**src/rtl/ra_stack_if.sv**
```systemverilog
// Control-unit <-> return-address-stack bus: push/pop requests in, restore strobes,
// popped RA and occupancy/error status out.
interface ra_stack_if #(
  parameter int WIDTH = 16,
  parameter int DEPTH = 8
);
  // push/pop are single-cycle requests sampled on each posedge with no back-pressure:
  // the stack always consumes them, rejected operations are reported via the sticky
  // overflow/underflow flags. restore/raWrite qualify RArestore for exactly one cycle.
  logic                       push;
  logic                       pop;
  logic [WIDTH-1:0]           RA_in;
  logic                       clearErr;
  logic [WIDTH-1:0]           RArestore;
  logic                       restore;
  logic                       raWrite;
  logic [$clog2(DEPTH+1)-1:0] count;
  logic                       empty;
  logic                       full;
  logic                       overflow;
  logic                       underflow;

  modport master (
    output push, pop, RA_in, clearErr,
    input  RArestore, restore, raWrite, count, empty, full, overflow, underflow
  );

  modport slave (
    input  push, pop, RA_in, clearErr,
    output RArestore, restore, raWrite, count, empty, full, overflow, underflow
  );
endinterface

```
**src/rtl/ra_stack.sv**
```systemverilog
// Hardware return-address stack feeding the RA restore path of the PC block.
// Optional RASTK_WRAP_EN: push on full overwrites the oldest entry instead of overflowing.
module ra_stack #(
  parameter int WIDTH = 16,
  parameter int DEPTH = 8
) (
  input  logic        clk,
  input  logic        reset,
  ra_stack_if.slave   bus
);
  localparam int AW = $clog2(DEPTH);
  localparam int CW = $clog2(DEPTH+1);

  logic [WIDTH-1:0] mem [DEPTH];
  logic [AW-1:0]    tp;
  logic [AW-1:0]    top_idx;
  logic [CW-1:0]    cnt;
  logic [WIDTH-1:0] ra_restore_q;
  logic             restore_q;
  logic             overflow_q;
  logic             underflow_q;
  logic             is_empty;
  logic             is_full;
  logic             mem_we;
  logic [AW-1:0]    mem_addr;

  assign top_idx  = tp - AW'(1);
  assign is_empty = (cnt == '0);
  assign is_full  = (cnt == CW'(DEPTH));

  // Entry write port: a combined push+pop on a non-empty stack replaces the top in place.
  always_comb begin
    mem_we   = 1'b0;
    mem_addr = tp;
    if (!reset && bus.push) begin
      if (bus.pop && !is_empty) begin
        mem_we   = 1'b1;
        mem_addr = top_idx;
      end else if (bus.pop || !is_full) begin
        mem_we   = 1'b1;
      end else begin
`ifdef RASTK_WRAP_EN
        mem_we   = 1'b1;
`else
        mem_we   = 1'b0;
`endif
      end
    end
  end

  always_ff @(posedge clk) begin
    if (mem_we) mem[mem_addr] <= bus.RA_in;
  end

  always_ff @(posedge clk) begin
    if (reset) begin
      tp           <= '0;
      cnt          <= '0;
      ra_restore_q <= '0;
      restore_q    <= 1'b0;
      overflow_q   <= 1'b0;
      underflow_q  <= 1'b0;
    end else begin
      restore_q <= 1'b0;
      // Clear first so an error raised in the same cycle wins.
      if (bus.clearErr) begin
        overflow_q  <= 1'b0;
        underflow_q <= 1'b0;
      end
      if (bus.push && bus.pop) begin
        if (is_empty) begin
          tp          <= tp + AW'(1);
          cnt         <= CW'(1);
          underflow_q <= 1'b1;
        end else begin
          ra_restore_q <= mem[top_idx];
          restore_q    <= 1'b1;
        end
      end else if (bus.push) begin
        if (!is_full) begin
          tp  <= tp + AW'(1);
          cnt <= cnt + CW'(1);
        end else begin
`ifdef RASTK_WRAP_EN
          tp <= tp + AW'(1);
`else
          overflow_q <= 1'b1;
`endif
        end
      end else if (bus.pop) begin
        if (!is_empty) begin
          ra_restore_q <= mem[top_idx];
          restore_q    <= 1'b1;
          tp           <= top_idx;
          cnt          <= cnt - CW'(1);
        end else begin
          underflow_q <= 1'b1;
        end
      end
    end
  end

  assign bus.RArestore = ra_restore_q;
  assign bus.restore   = restore_q;
  assign bus.raWrite   = restore_q;
  assign bus.count     = cnt;
  assign bus.empty     = is_empty;
  assign bus.full      = is_full;
  assign bus.overflow  = overflow_q;
  assign bus.underflow = underflow_q;
endmodule

```
**src/flat_wrapper.sv**
```systemverilog
// flat-port wrapper written by rule: the top's interface ports become plain ports
module ra_stack_flat 
#(
  parameter int WIDTH = 16,
  parameter int DEPTH = 8
)
  (clk, reset, bus_push, bus_pop, bus_RA_in, bus_clearErr, bus_RArestore, bus_restore, bus_raWrite, bus_count, bus_empty, bus_full, bus_overflow, bus_underflow);
  ra_stack_if #(.WIDTH(WIDTH), .DEPTH(DEPTH)) bus_i ();
  input  logic clk;
  input  logic reset;
  input wire logic [$bits(bus_i.push)-1:0] bus_push;
  input wire logic [$bits(bus_i.pop)-1:0] bus_pop;
  input wire logic [$bits(bus_i.RA_in)-1:0] bus_RA_in;
  input wire logic [$bits(bus_i.clearErr)-1:0] bus_clearErr;
  output wire logic [$bits(bus_i.RArestore)-1:0] bus_RArestore;
  output wire logic [$bits(bus_i.restore)-1:0] bus_restore;
  output wire logic [$bits(bus_i.raWrite)-1:0] bus_raWrite;
  output wire logic [$bits(bus_i.count)-1:0] bus_count;
  output wire logic [$bits(bus_i.empty)-1:0] bus_empty;
  output wire logic [$bits(bus_i.full)-1:0] bus_full;
  output wire logic [$bits(bus_i.overflow)-1:0] bus_overflow;
  output wire logic [$bits(bus_i.underflow)-1:0] bus_underflow;
  assign bus_i.push = bus_push;
  assign bus_i.pop = bus_pop;
  assign bus_i.RA_in = bus_RA_in;
  assign bus_i.clearErr = bus_clearErr;
  assign bus_RArestore = bus_i.RArestore;
  assign bus_restore = bus_i.restore;
  assign bus_raWrite = bus_i.raWrite;
  assign bus_count = bus_i.count;
  assign bus_empty = bus_i.empty;
  assign bus_full = bus_i.full;
  assign bus_overflow = bus_i.overflow;
  assign bus_underflow = bus_i.underflow;
  ra_stack #(.WIDTH(WIDTH), .DEPTH(DEPTH)) u_core (.clk(clk), .reset(reset), .bus(bus_i));
endmodule
```
**config.mk**
```make
export PLATFORM = sky130hd
export DESIGN_NAME = ra_stack_flat
export DESIGN_NICKNAME = d
export VERILOG_FILES = /design/src/rtl/ra_stack_if.sv /design/src/rtl/ra_stack.sv /design/src/flat_wrapper.sv
export SDC_FILE = /design/constraint.sdc
export NUM_CORES = 1
export LEC_CHECK = 0
export CORE_MARGIN = 2
export CORE_UTILIZATION = 30
export CTS_CLUSTER_SIZE = 30
export DETAILED_ROUTE_END_ITERATION = 7
export PLACE_DENSITY_LB_ADDON = 0.3
export SLEW_MARGIN = 0
export SYNTH_ARGS = -nofsm -noshare
export SYNTH_HDL_FRONTEND = slang
export SYNTH_SLANG_ARGS = --single-unit
```
**constraint.sdc**
```tcl
create_clock -name clk -period 4.72 [get_ports clk]
set_clock_uncertainty 0.05 [all_clocks]
set_input_delay 0.944 -clock clk [delete_from_list [all_inputs] [get_ports clk]]
set_output_delay 0.944 -clock clk [all_outputs]
set_load 0.02 [all_outputs]
```
==> qor.yml <==
drtIter0Drc: 282
final.period_utilization: 0.697
antenna_found_initial: 1
drv_cap: 0
synth_top_area_cell: "edfxtp_1"
synth_edf_count: 128
maxSlewHeadroom: 0.290
drtPass1Iterations: 4
power_density_nw_per_um2: 532
cts_buffers: 17
grt_use_total: 0.122
synthCells: 342
ctsRootBufferMaster: "clkbuf_16"
met2_usage: 0.201
grt_start_max_net_pins: 36
initial_core_util: 0.303
diodes: 0
cp.required_ns: 4.77
layout.area.seq_um2: 4370
top_usage_layer: "met2"
multi_input_area_um2: 1600
drt_wl_total_um: 12200
min_period_ns: 3.29
path_class: "in -> reg"
vias: 3206
portBuffers: 46
fin_util: 0.372
cp_max_fo: 18
cts_max_path_buffers: 2
fmax_ghz: 0.304
place.gp.congestion: 0.732
synth_area_per_cell_um2: 17.8
fp-row-count: 52
tightest_slew_ns: 1.06
coreArea_um2: 20100
vdd_drop_max_mv: 0.233
grt_pass1_wl_um: 19200
leakagePower_nw: 2.43
cts_resized: 0
rsz0062_at_grt: "no"
synth-async-reset-ratio: 0
io_pins: 47
status: "complete, no violations"
synthFlopType: "edfxtp_1"
clock_sinks: 154
synth_commonest_cells: "edfxtp_1 (128), nand2_1 (35), mux4_2 (33)"
synth_nets: 368
postCtsHoldBufs: 0
synthTopCellsByArea: "edfxtp_1 (63%), mux4_2 (12%), dfxtp_1 (8.5%)"
via_per_inst: 4.66
grt_pass1_vias: 3476
worst_slack_ns: 1.43
yosys_warnings: 0
drcViolationCount: 0
grt-ovfl-total: 0
ys_ff_latch: 154
clk_pin_slew_worst_paths_ns: 0.06
place_ws_ns: 1.01
wire_per_inst_um: 17.8
crit_arrival_ns: 3.34
hpwl_um: 7570
fin_tns_setup_ns: 0
die_area_um2: 21500
hold_viol_final: 0
final_antenna_net_count: 0
post-cts-setup-buffers: 0
cts.htree.levels: 4
endpoint_kind: "register"
layout-drive-gt1-share: 0.225
nNetsFinal: 431
clock_latency_ns: 0.42
synthesis.area_um2: 6090
cts_tree: "yes"
hold_class: "reg -> reg"
grt_use_met1: 0.150
startpoint_type: "input pin"
slew_violations: 0
p_total_mw: 3.98
area_delta_synth_final_pct: 22.6
fillCellCount: 1857
synthDistinctLibCells: 46
met3_usage: 0.0419
die_height_um: 147
setup_viol: 0
die_x_um: 147
synth_top_area_share: 0.631
ys_seq_area_frac: 0.716
yosysMostFrequentCell: "edfxtp_1"
-- worst max-delay path, stage by stage --
cell and delay, ns:
clkdlybuf4s50_1 0.76, nand3b_1 0.50, or4_1 0.50, a31o_1 0.25
nor2_1 0.10, buf_4 0.28
-- routing by layer --
| metal | wire (um) | up-vias |
|---|---|---|
| li1 | - | 1483 |
| met1 | 5540 | 1650 |
| met2 | 5950 | 58 |
| met3 | 552 | 15 |
| met4 | 182 | 0 |
| met5 | 0 | - |
-- layout make-up --
cell class                      instances  area share
Sequential cell                       154       0.584
Multi-Input combinational cell        160       0.214
Timing Repair Buffer                   62      0.0777
Clock buffer                           19      0.0580
Tap cell                              270      0.0452
Clock inverter                         13      0.0161
Inverter                               10     0.00503
-- power by group --
group	leakage (nW)	switching [mW]	internal (mW)
Clock	0.260	0.537	0.729
Combinational	0.803	0.551	0.480
Sequential	1.37	0.0664	1.61
Total	2.43	1.15	2.82
-- sequential cells by signal, summed over array words and instances, names as in the netlist --
register	cells
u_core.mem	128
u_core.bus.underflow	1
u_core.bus.overflow	1
u_core.bus.count	4
u_core.tp	3
u_core.bus.RArestore	16
u_core.bus.raWrite	1
-- metrics by stage --
stage / hold WS (ns) / cells / area (um^2)
6_report: 0.383 / 688 / 7470
5_1_grt: 0.405 / 688 / 7470
4_1_cts: 0.389 / 688 / 7470
3_5_place_dp: 0.380 / 656 / 6920
3_3_place_gp: 0.379 / 656 / 6920
2_1_floorplan: 0.465 / 342 / 6090
-- placed cells by master, fill, tap and decap left out, types with 2 or more instances in the layout --
cell type	Yosys	routed
a211o_1	3	3
a21oi_1	3	3
a22oi_1	18	18
a31oi_1	3	3
buf_4	3	16
clkbuf_1	5	2
clkbuf_16	0	17
clkdlybuf4s50_1	0	46
clkinv_1	1	2
clkinv_2	0	2
clkinvlp_4	0	4
dfxtp_1	26	25
edfxtp_1	128	128
ha_1	4	4
inv_1	7	7
inv_2	2	2
inv_6	0	3
mux4_2	33	33
nand2_1	35	35
nand2b_1	5	5
nor2_1	17	17
nor2b_1	3	3
nor3_1	5	5
nor3_2	2	2
nor4_1	2	2
o21ai_2	2	2
xnor2_1	3	3
-- logic make-up (layout without fill, tap and decap cells) --
group / after synthesis / count (layout) / synth area share
fa+ha+maj: 5 / 5 / 0.0115
compound gates: 40 / 40 / 0.0583
flops: 154 / 154 / 0.716
xor+xnor: 4 / 4 / 0.00575
buf+inv: 28 / 104 / 0.0222
simple gates: 76 / 76 / 0.0608
mux: 35 / 35 / 0.125
-- path summary, 6_finish.rpt --
check	depth (start not counted)	slack, ns	endpoint	from
hold / removal	2	0.38	u_core.bus.RArestore[13]$_SDFFE_PP0P_	u_core.bus.RArestore[13]$_SDFFE_PP0P_
hold reg to reg	2	0.38	u_core.bus.RArestore[13]$_SDFFE_PP0P_	u_core.bus.RArestore[13]$_SDFFE_PP0P_
setup / recovery	6	1.43	u_core.mem[2][11]$_DFFE_PP_	reset
setup reg to reg	6	1.98	u_core.mem[2][11]$_DFFE_PP_	u_core.tp[1]$_SDFFE_PP0P_
No activity file was read; power rests on OpenSTA's default activity.
